**src/rtl/basic_pkg.sv**
```systemverilog
// Definitions shared by the basic-computer memory, its master and the control unit.
package basic_pkg;

   localparam int ADDR_W = 12;
   localparam int DATA_W = 16;
   localparam int CNT_W  = 4;
   localparam int CNT_MAX = (1 << CNT_W) - 1;

   typedef enum logic [2:0] {IDLE, SETUP, RD, WR, HOLD, RESP} mem_state_t;

   // The counter runs down to zero inclusive, so an N-cycle strobe loads N-1.
   function automatic logic [CNT_W-1:0] cnt_load(input int cycles);
      return CNT_W'(cycles - 1);
   endfunction

endpackage

```
**src/rtl/mem_master_if.sv**
```systemverilog
// Request/response handshake plus memory command bus seen by mem_master.
interface mem_master_if #(
   parameter int ADDR_W = basic_pkg::ADDR_W,
   parameter int DATA_W = basic_pkg::DATA_W
);
   logic              req_valid;
   logic              req_ready;
   logic              req_write;
   logic [ADDR_W-1:0] req_addr;
   logic [DATA_W-1:0] req_wdata;
   logic              rsp_valid;
   logic [DATA_W-1:0] rsp_rdata;
   logic [ADDR_W-1:0] mem_adress;
   logic              mem_read;
   logic              mem_write;
   logic [DATA_W-1:0] mem_indata;
   logic [DATA_W-1:0] mem_outdata;

   modport master (
      input  req_valid, req_write, req_addr, req_wdata, mem_outdata,
      output req_ready, rsp_valid, rsp_rdata,
      output mem_adress, mem_read, mem_write, mem_indata
   );

   modport slave (
      output req_valid, req_write, req_addr, req_wdata, mem_outdata,
      input  req_ready, rsp_valid, rsp_rdata,
      input  mem_adress, mem_read, mem_write, mem_indata
   );
endinterface

```
**src/rtl/mem_wait_cnt.sv**
```systemverilog
// Loadable down-counter that paces how long mem_read / mem_write stay asserted.
module mem_wait_cnt
   import basic_pkg::*;
(
   input  logic             clk,
   input  logic             rst_n,
   input  logic             load,
   input  logic [CNT_W-1:0] load_val,
   input  logic             dec,
   output logic             zero
);
   logic [CNT_W-1:0] value_reg;

   always_ff @(posedge clk or negedge rst_n) begin
      if (!rst_n) begin
         value_reg <= '0;
      end else if (load) begin
         value_reg <= load_val;
      end else if (dec && value_reg != '0) begin
         value_reg <= value_reg - CNT_W'(1);
      end
   end

   assign zero = (value_reg == '0);

endmodule

```
**src/rtl/mem_master.sv**
```systemverilog
// CPU-side initiator: turns single valid/ready requests into timed read/write
// cycles on the basic-computer memory, with address setup and hold.
module mem_master #(
   parameter int ADDR_W    = basic_pkg::ADDR_W,
   parameter int DATA_W    = basic_pkg::DATA_W,
   parameter int RD_WAIT   = 1,
   parameter int WR_CYCLES = 1
) (
   input  logic         clk,
   input  logic         rst_n,
   mem_master_if.master bus
);
   import basic_pkg::*;

   if (RD_WAIT < 1 || RD_WAIT > CNT_MAX) begin : g_bad_rd_wait
      $error("mem_master: RD_WAIT out of range 1..15");
   end
   if (WR_CYCLES < 1 || WR_CYCLES > CNT_MAX) begin : g_bad_wr_cycles
      $error("mem_master: WR_CYCLES out of range 1..15");
   end

   localparam logic [CNT_W-1:0] RD_LOAD = cnt_load(RD_WAIT);
   localparam logic [CNT_W-1:0] WR_LOAD = cnt_load(WR_CYCLES);

   mem_state_t        state_reg, state_next;
   logic [ADDR_W-1:0] adress_reg;
   logic [DATA_W-1:0] indata_reg;
   logic [DATA_W-1:0] rdata_reg;
   logic              write_reg;

   logic              accept;
   logic              capture;
   logic              cnt_load_en;
   logic [CNT_W-1:0]  cnt_load_val;
   logic              cnt_dec;
   logic              cnt_zero;

   mem_wait_cnt u_wait_cnt (
      .clk      (clk),
      .rst_n    (rst_n),
      .load     (cnt_load_en),
      .load_val (cnt_load_val),
      .dec      (cnt_dec),
      .zero     (cnt_zero)
   );

   always_comb begin
      state_next   = state_reg;
      accept       = 1'b0;
      capture      = 1'b0;
      cnt_load_en  = 1'b0;
      cnt_load_val = '0;
      cnt_dec      = 1'b0;
      case (state_reg)
         IDLE: begin
            if (bus.req_valid) begin
               accept     = 1'b1;
               state_next = SETUP;
            end
         end
         SETUP: begin
            cnt_load_en  = 1'b1;
            cnt_load_val = write_reg ? WR_LOAD : RD_LOAD;
            state_next   = write_reg ? WR : RD;
         end
         RD: begin
            if (cnt_zero) begin
               capture    = 1'b1;
               state_next = RESP;
            end else begin
               cnt_dec = 1'b1;
            end
         end
         WR: begin
            if (cnt_zero) begin
               state_next = HOLD;
            end else begin
               cnt_dec = 1'b1;
            end
         end
         HOLD:    state_next = RESP;
         RESP:    state_next = IDLE;
         default: state_next = IDLE;
      endcase
   end

   always_ff @(posedge clk or negedge rst_n) begin
      if (!rst_n) begin
         state_reg  <= IDLE;
         adress_reg <= '0;
         indata_reg <= '0;
         write_reg  <= 1'b0;
         rdata_reg  <= '0;
      end else begin
         state_reg <= state_next;
         if (accept) begin
            adress_reg <= bus.req_addr;
            indata_reg <= bus.req_wdata;
            write_reg  <= bus.req_write;
         end
         if (capture) begin
            rdata_reg <= bus.mem_outdata;
         end
      end
   end

   // Ready is masked by rst_n so the control unit sees "busy" while held in reset.
   assign bus.req_ready  = rst_n && (state_reg == IDLE);
   assign bus.rsp_valid  = (state_reg == RESP);
   assign bus.rsp_rdata  = rdata_reg;
   assign bus.mem_adress = adress_reg;
   assign bus.mem_indata = indata_reg;
   assign bus.mem_read   = (state_reg == RD);
   assign bus.mem_write  = (state_reg == WR);

endmodule

```
**src/flat_wrapper.sv**
```systemverilog
// flat-port wrapper written by rule: the top's interface ports become plain ports
module mem_master_flat import basic_pkg::*;
#(
   parameter int ADDR_W    = basic_pkg::ADDR_W,
   parameter int DATA_W    = basic_pkg::DATA_W,
   parameter int RD_WAIT   = 1,
   parameter int WR_CYCLES = 1
)
  (clk, rst_n, bus_req_valid, bus_req_write, bus_req_addr, bus_req_wdata, bus_mem_outdata, bus_req_ready, bus_rsp_valid, bus_rsp_rdata, bus_mem_adress, bus_mem_read, bus_mem_write, bus_mem_indata);
  mem_master_if #(.ADDR_W(ADDR_W), .DATA_W(DATA_W)) bus_i ();
  input  logic clk;
  input  logic rst_n;
  input wire logic [$bits(bus_i.req_valid)-1:0] bus_req_valid;
  input wire logic [$bits(bus_i.req_write)-1:0] bus_req_write;
  input wire logic [$bits(bus_i.req_addr)-1:0] bus_req_addr;
  input wire logic [$bits(bus_i.req_wdata)-1:0] bus_req_wdata;
  input wire logic [$bits(bus_i.mem_outdata)-1:0] bus_mem_outdata;
  output wire logic [$bits(bus_i.req_ready)-1:0] bus_req_ready;
  output wire logic [$bits(bus_i.rsp_valid)-1:0] bus_rsp_valid;
  output wire logic [$bits(bus_i.rsp_rdata)-1:0] bus_rsp_rdata;
  output wire logic [$bits(bus_i.mem_adress)-1:0] bus_mem_adress;
  output wire logic [$bits(bus_i.mem_read)-1:0] bus_mem_read;
  output wire logic [$bits(bus_i.mem_write)-1:0] bus_mem_write;
  output wire logic [$bits(bus_i.mem_indata)-1:0] bus_mem_indata;
  assign bus_i.req_valid = bus_req_valid;
  assign bus_i.req_write = bus_req_write;
  assign bus_i.req_addr = bus_req_addr;
  assign bus_i.req_wdata = bus_req_wdata;
  assign bus_i.mem_outdata = bus_mem_outdata;
  assign bus_req_ready = bus_i.req_ready;
  assign bus_rsp_valid = bus_i.rsp_valid;
  assign bus_rsp_rdata = bus_i.rsp_rdata;
  assign bus_mem_adress = bus_i.mem_adress;
  assign bus_mem_read = bus_i.mem_read;
  assign bus_mem_write = bus_i.mem_write;
  assign bus_mem_indata = bus_i.mem_indata;
  mem_master #(.ADDR_W(ADDR_W), .DATA_W(DATA_W), .RD_WAIT(RD_WAIT), .WR_CYCLES(WR_CYCLES)) u_core (.clk(clk), .rst_n(rst_n), .bus(bus_i));
endmodule
```
**config.mk**
```make
export PLATFORM = sky130hd
export DESIGN_NAME = mem_master_flat
export DESIGN_NICKNAME = d
export VERILOG_FILES = /design/src/rtl/basic_pkg.sv /design/src/rtl/mem_master_if.sv /design/src/rtl/mem_wait_cnt.sv /design/src/rtl/mem_master.sv /design/src/flat_wrapper.sv
export SDC_FILE = /design/constraint.sdc
export NUM_CORES = 1
export LEC_CHECK = 0
export CORE_ASPECT_RATIO = 1.1
export CORE_MARGIN = 4
export CORE_UTILIZATION = 49
export DETAILED_ROUTE_END_ITERATION = 6
export DONT_BUFFER_PORTS = 1
export PLACE_DENSITY = 0.66
export SETUP_SLACK_MARGIN = 0.4
export SKIP_LAST_GASP = 1
export SLEW_MARGIN = 20
export SYNTH_ARGS = -nofsm -noshare
export SYNTH_HDL_FRONTEND = slang
export SYNTH_SLANG_ARGS = --single-unit
```
**constraint.sdc**
```tcl
create_clock -name clk -period 1.6 [get_ports clk]
set_clock_uncertainty 0.1 [all_clocks]
set_input_delay 0.32 -clock clk [delete_from_list [all_inputs] [get_ports clk]]
set_output_delay 0.32 -clock clk [all_outputs]
set_load 0.02 [all_outputs]
```
==> implementation parameters, run 1 <==
Parameter                              Value

Run status
  Status ... finished with violations
  Violations in the final reports ... hold timing, setup timing

Finish
  Net count reported at finish ... 230
  Antenna Cells ... 0
  Share of layout cells above drive strength 1 ... 76.11%
  Number of fill cells in the layout ... 292
  Layout overhead on the synthesized area ... 32.02%
  Final std cell area, no fill ... 2884 µm²

Route
  Drt first pass iters ... 4
  Drt first-iter violations ... 59
  Wirelength, routed ... 4815 µm
  Total number of vias ... around 1300
  Drc violations ... 0
  Post-DR wirelength/cell ... ~21 µm
  Ratio of routed vias to standard cells ... 5.504
  Final ANT Viol Nets ... 0

STA
  Clock period minus worst slack ... between 1.5 and 2 ns
  Worst-case hold slack ... -0.3954 ns
  Actual slew at the worst max-slew pin ... 0.3759 ns
  Unrepaired setup endpoints after global routing ... true
  Final clock period utilization by the worst path ... 108.3%
  Count of endpoints failing hold in the final timing report ... 52
  Rel. slew slack ... 74.91%
  Final-report max-slew violation count ... 0
  Min setup slack post-route ... -0.1329 ns
  Total of endpoints with negative setup slack in the final report ... 53
  Max Clk Rate ... 577.1 MHz
  TNS Setup ... -3.277 ns

Worst setup path
  Crit path launch ... u_core.u_wait_cnt.value_reg[1]
  Kind of launch point of the worst setup path ... register
  Reg-to-reg slack, setup ... -0.13 ns
  Data arrival, critical path ... 1.81 ns
  Terminus of the critical flop-to-flop path ... u_core.bus.rsp_rdata[12]
  Kind of capture point of the worst setup path ... register
  Critical-path maximum fanout ... 8
  Number of cells traversed by the worst register-to-register path ... 5
  Required time of the critical path ... 1.67 ns
  Startpoint-to-endpoint class of the critical path ... reg -> reg
  Startpoint of the most critical register-to-register path ... u_core.u_wait_cnt.value_reg[1]

Power
  Power density relative to cell area ... roughly 2200 nW/µm²
  Cell leakage power ... between 1 and 1.5 nW
  Peak supply drop ... approximately 1.1 mV

Logic synthesis
  Fraction of synthesized cell area in xor and xnor cells ... 0.4009%
  Instance count of the mapped netlist ... between 100 and 150
  Syn Area/Cell ... 14.86 µm²
  Fraction of the mapped netlist area in compound gates ... approximately 1.6%
  Adder-cell share of the synthesized area ... 1.145%
  Fraction of the yosys area taken by sequential cells ... 59.56%
  Count of distinct cell types in the synthesized netlist ... 27
  Count of warnings emitted by yosys ... 0
  Most area-hungry cell type in the Yosys netlist ... dfrtp_1
  Net Count, Synth ... 197
  Number of flip-flops and latches in the synthesized netlist ... 52
  Netlist area before placement ... 2185 µm²
  Multiplexer share of the synthesized area ... 24.91%
  Synth top area share ... approximately 60%
  Top cells by area in the synthesized netlist ... dfrtp_1 (60%), mux2_2 (18%), mux2_4 (6.9%)
  Dominant combinational cell family by area after synthesis ... multiplexers
  Post-synthesis simple-gate area fraction ... 9.221%

Global route
  All-Layer GR Usage ... 16.78%
  Global route overflow ... 0
  Antenna violations before repair ... 0
  Vias in the first global route ... 1357
  Wire length of the first global-routing pass ... roughly 7300 µm
  Largest net degree at the start of global routing ... 54

Flow run
  Count of maximum capacitance violations ... 0

Floorplanning
  Boundary Pins ... between 90 and 100
  DIE HEIGHT ... approximately 78 µm
  Effective utilization at floorplan ... 50.61%
  Number of rows created at floorplan ... 25
  Die Area ... 5592 µm²
  Core area ... 4317 µm²
  X dimension of the die ... 71.67 µm

Clock network
  Clock buffer count from CTS ... 5
  Later-pin clock latency in the skew report ... 0.30 ns
  H-tree lvl count ... 2
  Clock sinks ... 52
  Buffers from clock root to sink, at most ... 2
  CTS tree ... done
  Root buf cell ... clkbuf_8
  Clock-pin slew of the registers on the worst-case setup and hold paths ... 0.09 ns

Place
  Count of buffers inserted at the top-level ports ... 0
  Half-perimeter wire length after detailed placement ... 3047 µm
  Final weighted congestion in routability-driven placement ... 0.7808
  Placed cell area ... 2435 µm²

Hold path
  Class of the most critical hold timing path ... in -> async
Yosys cell counts:
library cell,number
or3_1,2
nand2_1,7
nor2b_1,1
mux2_4,10
xnor2_1,1
a21oi_1,1
ha_1,2
o211ai_1,1
nor3b_4,2
nor3b_1,1
dfrtp_1,52
nor3_2,1
nand2_4,1
and2_1,2
clkbuf_1,1
or4_1,2
o21bai_1,1
or4b_2,1
buf_2,1
nand3_1,7
buf_6,3
nor2_1,3
inv_1,3
nand2b_1,1
mux2_2,35
buf_4,2
o21ai_0,3
critical path, cell delays in order, from the launching register on:
cell,delay (ns)
dfrtp_1,0.41
inv_2,0.10
ha_4,0.14
nor3b_4,0.36
nand2_4,0.18
mux2_4,0.33
report_power, final:
part           leakage, nW  total (mW)  switching, mW  internal, mW
combinational        0.649        2.38          0.799          1.58
clock               0.0513       0.841          0.383         0.459
sequential           0.587        3.21           1.18          2.03
total                 1.29        6.43           2.36          4.07
worst max path at each step:
stage / endpoint / slack (ns) / cells past startpoint
final: u_core.bus.rsp_rdata[12] / -0.13 / 5
after global routing: u_core.state_reg[0] / -0.22 / 7
after CTS: u_core.u_wait_cnt.value_reg[1] / -0.10 / 5
after detailed placement: u_core.bus.rsp_rdata[12] / -0.10 / 5
after global placement: u_core.bus.rsp_rdata[14] / -0.01 / 5
after floorplan: u_core.bus.rsp_rdata[10] / -0.16 / 6
layout make-up:
type | instances | area (µm²) | area share [%]
Clock buffer | 6 | 72.57 | 2.516
Clock inverter | 1 | 30.03 | 1.041
Inverter | 3 | 15.01 | 0.5206
Multi-Input combinational cell | 86 | 998.5 | 34.62
Sequential cell | 52 | 1344 | 46.59
Tap cell | 54 | 67.56 | 2.343
Timing Repair Buffer | 32 | 356.6 | 12.36
what timing repair did:
| action | 4_1_cts | 5_1_grt |
|---|---|---|
| pin swaps | 8 | 5 |
| endpoints found under the setup margin | 67 | 98 |
| cloned | 4 | 0 |
| resized for setup | 28 | 30 |
| setup buffers | 12 | 5 |
| hold endpoints to repair | 52 | 52 |
through the flow:
stage	util (%)	power [mW]	setup slack, ns	std cells
after detailed placement	56.41	5.023	-0.1023	206
final	66.81	6.431	-0.1329	234
after global routing	66.81	6.743	-0.2199	234
after CTS	64.58	6.283	-0.1001	229
after global placement	56.41	4.938	-0.01010	206
after floorplan	-	4.711	-0.1609	147
layout by cell type, fill, tap and decap left out, types with 2 or more instances in the layout:
| master | n |
|---|---|
| and2_4 | 2 |
| buf_12 | 3 |
| buf_16 | 2 |
| buf_4 | 16 |
| buf_6 | 9 |
| clkbuf_8 | 5 |
| dfrtp_1 | 18 |
| dfrtp_2 | 34 |
| inv_2 | 2 |
| mux2_2 | 7 |
| mux2_4 | 38 |
| nand2_1 | 6 |
| nand2_4 | 2 |
| nand3_1 | 6 |
| nor2_1 | 2 |
| nor3b_4 | 3 |
| o21ai_0 | 2 |
cell families (layout without fill, tap and decap cells):
logic type,Yosys count,in the layout
AO/OA/AOI/OAI,6,6
XOR/XNOR,1,1
adder cells (fa/ha/maj),2,2
buffers and inverters,10,42
flip-flops,52,52
multiplexers,45,45
AND/OR/NAND/NOR,31,32
routing by layer:
metal / vias to the layer above / global-route usage, % / share of wire, %
met5: - / 0 / 0
met4: 0 / 3.947 / 1.2
met3: 7 / 5.890 / 7.5
met2: 54 / 28.40 / 53
met1: 649 / 20.46 / 38
li1: 578 / - / -
Power figures use the tool's default switching activity.
==> inputs of run 2 (changes only) <==
SLEW_MARGIN = not set   (was 20)
clock period = 1.5 ns   (was 1.6 ns; I/O delays follow)
==> implementation parameters, run 2 (synthesis results as in run 1) <==
Parameter                              Value

Floorplanning
  X dimension of the die ... 71.67 µm (unchanged)
  DIE HEIGHT ... 78.03 µm (unchanged)
  Number of rows created at floorplan ... 25 (unchanged)
  Boundary Pins ... 96 (unchanged)
  Core area ... 4317 µm² (unchanged)
  Effective utilization at floorplan ... 50.61% (unchanged)
  Die Area ... 5592 µm² (unchanged)

Route
  Final ANT Viol Nets ... 0 (unchanged)
  Ratio of routed vias to standard cells ... 5.386 (-2.1%)
  Total number of vias ... 1255 (-2.6%)
  Drc violations ... 0 (unchanged)
  Wirelength, routed ... 4745 µm (-1.5%)
  Post-DR wirelength/cell ... 20.36 µm (-1.0%)
  Drt first-iter violations ... 60 (+1.7%)
  Drt first pass iters ... 2 (-2)

Global route
  Global route overflow ... 0 (unchanged)
  Vias in the first global route ... 1428 (+5.2%)
  All-Layer GR Usage ... 17.15% (+0.38 points)
  Wire length of the first global-routing pass ... 7389 µm (+1.0%)
  Largest net degree at the start of global routing ... 54 (unchanged)
  Antenna violations before repair ... 0 (unchanged)

Place
  Count of buffers inserted at the top-level ports ... 0 (unchanged)
  Placed instance count ... 209 (+1.5%)
  Half-perimeter wire length after detailed placement ... 3112 µm (+2.1%)
  Final weighted congestion in routability-driven placement ... 0.7397 (-5.3%)
  Post-Place Setup Slack ... -0.1897 ns (-0.08743 ns)

Worst setup path
  Family with the most delay on the worst path ... flip-flops
  Startpoint of the most critical register-to-register path ... u_core.u_wait_cnt.value_reg[1]
  Startpoint-to-endpoint class of the critical path ... reg -> reg
  Number of cells traversed by the worst register-to-register path ... 6 (+1)
  Kind of capture point of the worst setup path ... register
  Terminus of the critical flop-to-flop path ... u_core.state_reg[0]
  Critical-path maximum fanout ... 6 (-2)
  Kind of launch point of the worst setup path ... register
  Reg-to-reg slack, setup ... -0.22 ns (-0.09 ns)
  Chain of cells forming the critical path ... inv_2 > ha_4 > nor3b_4 > buf_4 > xnor2_1 > o211ai_1
  Data arrival, critical path ... 1.77 ns (-0.04 ns)
  Count of buffering cells on the critical path with inverters included ... 2 (+1)
  Worst path max stage delay ... 0.41 ns (about the same)
  Worst path slowest cell ... dfrtp_1
  Required time of the critical path ... 1.55 ns (-0.12 ns)

Clock network
  CTS tree ... done
  Buffers from clock root to sink, at most ... 2 (unchanged)
  H-tree lvl count ... 2 (unchanged)
  Clock buffer count from CTS ... 5 (unchanged)
  Later-pin clock latency in the skew report ... 0.29 ns (about the same)
  Clock sinks ... 52 (unchanged)
  Root buf cell ... clkbuf_8
  Clock-pin slew of the registers on the worst-case setup and hold paths ... 0.09 ns (about the same)

Power
  Cell leakage power ... 1.251 nW (-2.8%)
  Power density relative to cell area ... 2387 nW/µm² (+7.0%)
  PnR Total Power ... 6.695 mW (+4.1%)
  Peak supply drop ... 1.072 mV (+1.1%)

STA
  Total of endpoints with negative setup slack in the final report ... 55 (+3.8%)
  Clock period minus worst slack ... 1.720 ns (-0.01300 ns)
  Final clock period utilization by the worst path ... 114.7% (+6.4 points)
  Count of endpoints failing hold in the final timing report ... 52 (unchanged)
  Final-report max-slew violation count ... 0 (unchanged)
  Min setup slack post-route ... -0.2199 ns (-0.08700 ns)
  Actual slew at the worst max-slew pin ... 0.3894 ns (+0.01352 ns)
  Rel. slew slack ... 74.01% (-0.90 points)
  Unrepaired setup endpoints after global routing ... true
  Worst-case hold slack ... -0.4089 ns (-0.01346 ns)
  Max Clk Rate ... 581.4 MHz (+0.76%)

Finish
  Leading cell type in the layout, fill and taps excluded ... dfrtp_2
  Most used cells in the layout excluding fill and tap cells ... dfrtp_2 (45), mux2_4 (38), buf_4 (20)
  Antenna Cells ... 0 (unchanged)
  Layout overhead on the synthesized area ... 28.41%
  Share of layout cells above drive strength 1 ... 80.45% (+4.3 points)
  Net count reported at finish ... 228 (-0.87%)
  Non-filler instance count after layout ... 233 (-0.43%)

Hold path
  Class of the most critical hold timing path ... in -> async

Run status
  Status ... finished with violations
  Violations in the final reports ... hold timing, setup timing

Flow run
  Count of maximum capacitance violations ... 0 (unchanged)
## run 2: cell types whose count changed in the layout (fill, tap and decap cells not counted), moves of 2 or more
cell | previous run | this run
buf_6 | 9 | 7
dfrtp_1 | 18 | 7
buf_4 | 16 | 20
buf_12 | 3 | 1
buf_16 | 2 | 0
dfrtp_2 | 34 | 45
## run 2: worst register-to-register path, cell delays in order, from the launching register on
cell and delay (ns):
dfrtp_1 0.41, inv_2 0.08, ha_4 0.12, nor3b_4 0.37, buf_4 0.22, xnor2_1 0.15
o211ai_1 0.13
## run 2: stage by stage
step                      setup TNS (ns)  instance area, µm²  util, %
after CTS                         -6.689                2776    64.32
final                             -7.050                2805    64.99
after global routing              -10.64                2805    64.99
after floorplan                   -4.290                2357        -
after global placement            -2.340                2457    56.93
after detailed placement          -4.354                2457    56.93
## run 2: power by group
part	switching [mW]	total [mW]	leakage (nW)	internal [mW]
logic	0.845	2.45	0.631	1.60
registers	1.25	3.45	0.576	2.20
clock network	0.421	0.796	0.0445	0.375
## run 2: worst max path at each step
stage	start	to	slack (ns)	depth (start not counted)
2_1_floorplan	u_core.u_wait_cnt.value_reg[0]	u_core.bus.rsp_rdata[10]	-0.26	6
5_1_grt	u_core.u_wait_cnt.value_reg[1]	u_core.state_reg[0]	-0.27	6
4_1_cts	u_core.state_reg[2]	bus_mem_read	-0.20	4
3_3_place_gp	u_core.u_wait_cnt.value_reg[1]	u_core.bus.rsp_rdata[14]	-0.10	5
3_5_place_dp	u_core.u_wait_cnt.value_reg[1]	u_core.bus.rsp_rdata[12]	-0.19	5
6_report	u_core.u_wait_cnt.value_reg[1]	u_core.state_reg[0]	-0.22	6
## run 2: area by class of cell
class	instances	area (µm²)
fill	300	1511
sequential	52	1358
multi-input combinational	86	985.9
timing repair buffer	30	289.0
clock buffer	7	86.33
tap	54	67.56
inverter	3	11.26
clock inverter	1	7.507
## run 2: layer usage
layer	global-route usage [%]	vias to the layer above	wire length [µm]
met2	29.60	47	2570
met4	4.323	0	15
met3	7.042	2	339
met1	19.59	631	1819
met5	0	-	0
li1	-	575	-
## run 2: what timing repair did
| item | CTS | global route |
|---|---|---|
| pin swaps | 6 | 3 |
| gates cloned | 1 | 1 |
| endpoints found under the setup margin | 100 | 100 |
| gates resized for setup | 60 | 1 |
| buffers inserted | 14 | 0 |
| hold endpoints to repair | 52 | 52 |
==> inputs of run 3 (changes only) <==
--- a/constraint.sdc
+++ b/constraint.sdc
@@ -4,2 +4,2 @@
 set_output_delay 0.3 -clock clk [all_outputs]
-set_load 0.02 [all_outputs]
+set_load 0.05 [all_outputs]
==> implementation parameters, run 3 (synthesis results as in run 1) <==
Parameter                              Value

Run status
  Status ... finished with violations
  Violations in the final reports ... hold timing, setup timing

Floorplanning
  X dimension of the die ... 71.67 µm (unchanged)
  Number of rows created at floorplan ... 25 (unchanged)
  DIE HEIGHT ... 78.03 µm (unchanged)
  Boundary Pins ... 96 (unchanged)
  Effective utilization at floorplan ... 50.61% (unchanged)
  Core area ... 4317 µm² (unchanged)
  Die Area ... 5592 µm² (unchanged)

STA
  TNS Setup ... -6.289 ns (+0.7613 ns)
  Total of endpoints with negative setup slack in the final report ... 55 (unchanged)
  Actual slew at the worst max-slew pin ... 0.4078 ns (+0.01837 ns)
  Worst-case hold slack ... -0.4238 ns (-0.01493 ns)
  Clock period minus worst slack ... 1.701 ns (-0.01842 ns)
  Final clock period utilization by the worst path ... 113.4% (-1.2 points)
  Final-report max-slew violation count ... 0 (unchanged)
  Count of endpoints failing hold in the final timing report ... 52 (unchanged)
  Unrepaired setup endpoints after global routing ... true
  Min setup slack post-route ... -0.2015 ns (+0.01842 ns)
  Max Clk Rate ... 587.7 MHz (+1.1%)
  Rel. slew slack ... 72.76% (-1.3 points)

Flow run
  Count of maximum capacitance violations ... 0 (unchanged)

Worst setup path
  Kind of capture point of the worst setup path ... primary output
  Startpoint-to-endpoint class of the critical path ... reg -> out
  Required time of the critical path ... 1.10 ns (-0.45 ns)
  Critical-path maximum fanout ... 5 (-1)
  Kind of launch point of the worst setup path ... register
  Data arrival, critical path ... 1.30 ns (-0.47 ns)

Global route
  Antenna violations before repair ... 0 (unchanged)
  Wire length of the first global-routing pass ... 8079 µm (+9.3%)
  Global route overflow ... 0 (unchanged)
  Largest net degree at the start of global routing ... 54 (unchanged)
  Vias in the first global route ... 1488 (+4.2%)
  All-Layer GR Usage ... 19.06% (+1.9 points)

Route
  Post-DR wirelength/cell ... 21.17 µm (+4.0%)
  Total number of vias ... 1295 (+3.2%)
  Drt first pass iters ... 4 (+2)
  Drc violations ... 0 (unchanged)
  Wirelength, routed ... 4976 µm (+4.9%)
  Ratio of routed vias to standard cells ... 5.511 (+2.3%)
  Final ANT Viol Nets ... 0 (unchanged)
  Drt first-iter violations ... 52 (-13%)

Clock network
  Clock-pin slew of the registers on the worst-case setup and hold paths ... 0.09 ns (about the same)
  CTS tree ... done
  Buffers from clock root to sink, at most ... 2 (unchanged)
  Clock sinks ... 52 (unchanged)
  Clock buffer count from CTS ... 5 (unchanged)
  Root buf cell ... clkbuf_8
  Later-pin clock latency in the skew report ... 0.30 ns (about the same)
  H-tree lvl count ... 2 (unchanged)

Finish
  Antenna Cells ... 0 (unchanged)
  Net count reported at finish ... 230 (+0.88%)
  Share of layout cells above drive strength 1 ... 84.53% (+4.1 points)
  Leading cell type in the layout, fill and taps excluded ... dfrtp_2
  Final standard cell utilization of the core ... 69.83% (+4.8 points)
  Most used cells in the layout excluding fill and tap cells ... dfrtp_2 (46), mux2_4 (39), buf_4 (14)
  Layout overhead on the synthesized area ... 37.97%

Hold path
  Class of the most critical hold timing path ... in -> async

Place
  Count of buffers inserted at the top-level ports ... 0 (unchanged)
  Final weighted congestion in routability-driven placement ... 0.7839 (+6.0%)
  Half-perimeter wire length after detailed placement ... 3182 µm (+2.3%)
==> run 3: changes by cell type in the layout (fill, tap and decap cells not counted), moves of 2 or more <==
cell	change
bufinv_16	+3
buf_16	+3
buf_4	-6
buf_6	+4
buf_12	+2
==> run 3: per-layer routing <==
metal | vias up | GRT usage [%] | part of all wire (%)
met4 | 0 | 7.707 | 1.5
met3 | 6 | 6.274 | 8.0
met1 | 655 | 23.79 | 40
li1 | 579 | - | -
met5 | - | 0 | 0
met2 | 55 | 30.42 | 50
==> run 3: area by class of cell <==
| type | count | area [µm²] |
|---|---|---|
| Timing Repair Buffer | 32 | 386.6 |
| Clock buffer | 5 | 68.82 |
| Inverter | 3 | 13.76 |
| Sequential cell | 52 | 1359 |
| Fill cell | 275 | 1303 |
| Multi-Input combinational cell | 86 | 1028 |
| Clock inverter | 3 | 90.09 |
| Tap cell | 54 | 67.56 |
==> run 3: worst paths after layout <==
kind,start,to,slack (ns),cells past startpoint
max,u_core.state_reg[2],bus_mem_write,-0.20,4
min,rst_n,u_core.bus.mem_adress[3],-0.42,0
max reg2reg,u_core.u_wait_cnt.value_reg[1],u_core.u_wait_cnt.value_reg[2],-0.14,7
min reg2reg,u_core.write_reg,u_core.write_reg,0.43,1
max in group asynchronous,rst_n,u_core.bus.rsp_rdata[6],1.62,0
min in group clk,bus_req_addr[5],u_core.bus.mem_adress[5],0.04,1
==> run 3: critical path, stage by stage, from the launching register on <==
cell      delay, ns
dfrtp_1        0.42
buf_4          0.17
nand2b_4       0.17
nor2_4         0.11
buf_12         0.14
==> run 3: metrics by stage <==
step	cell area (µm²)	cells	worst slack (ns)
finish	3014	235	-0.2015
global route	3014	235	-0.2850
CTS	2958	233	-0.2275
detailed placement	2484	212	-0.1760
global placement	2484	212	-0.1034
floorplan	2342	147	-0.4071
==> run 3: what timing repair did <==
item | 4_1_cts | 5_1_grt
cloned | 4 | 0
setup endpoints to repair | 100 | 100
pin swaps | 7 | 3
endpoints found under the hold margin | 52 | 52
setup buffers | 9 | 2
gates resized for setup | 72 | 8
Power of run 3 is left out: the tool's default activity adds up to more than one toggle a clock period on the data nets, which glitch-free logic cannot reach.
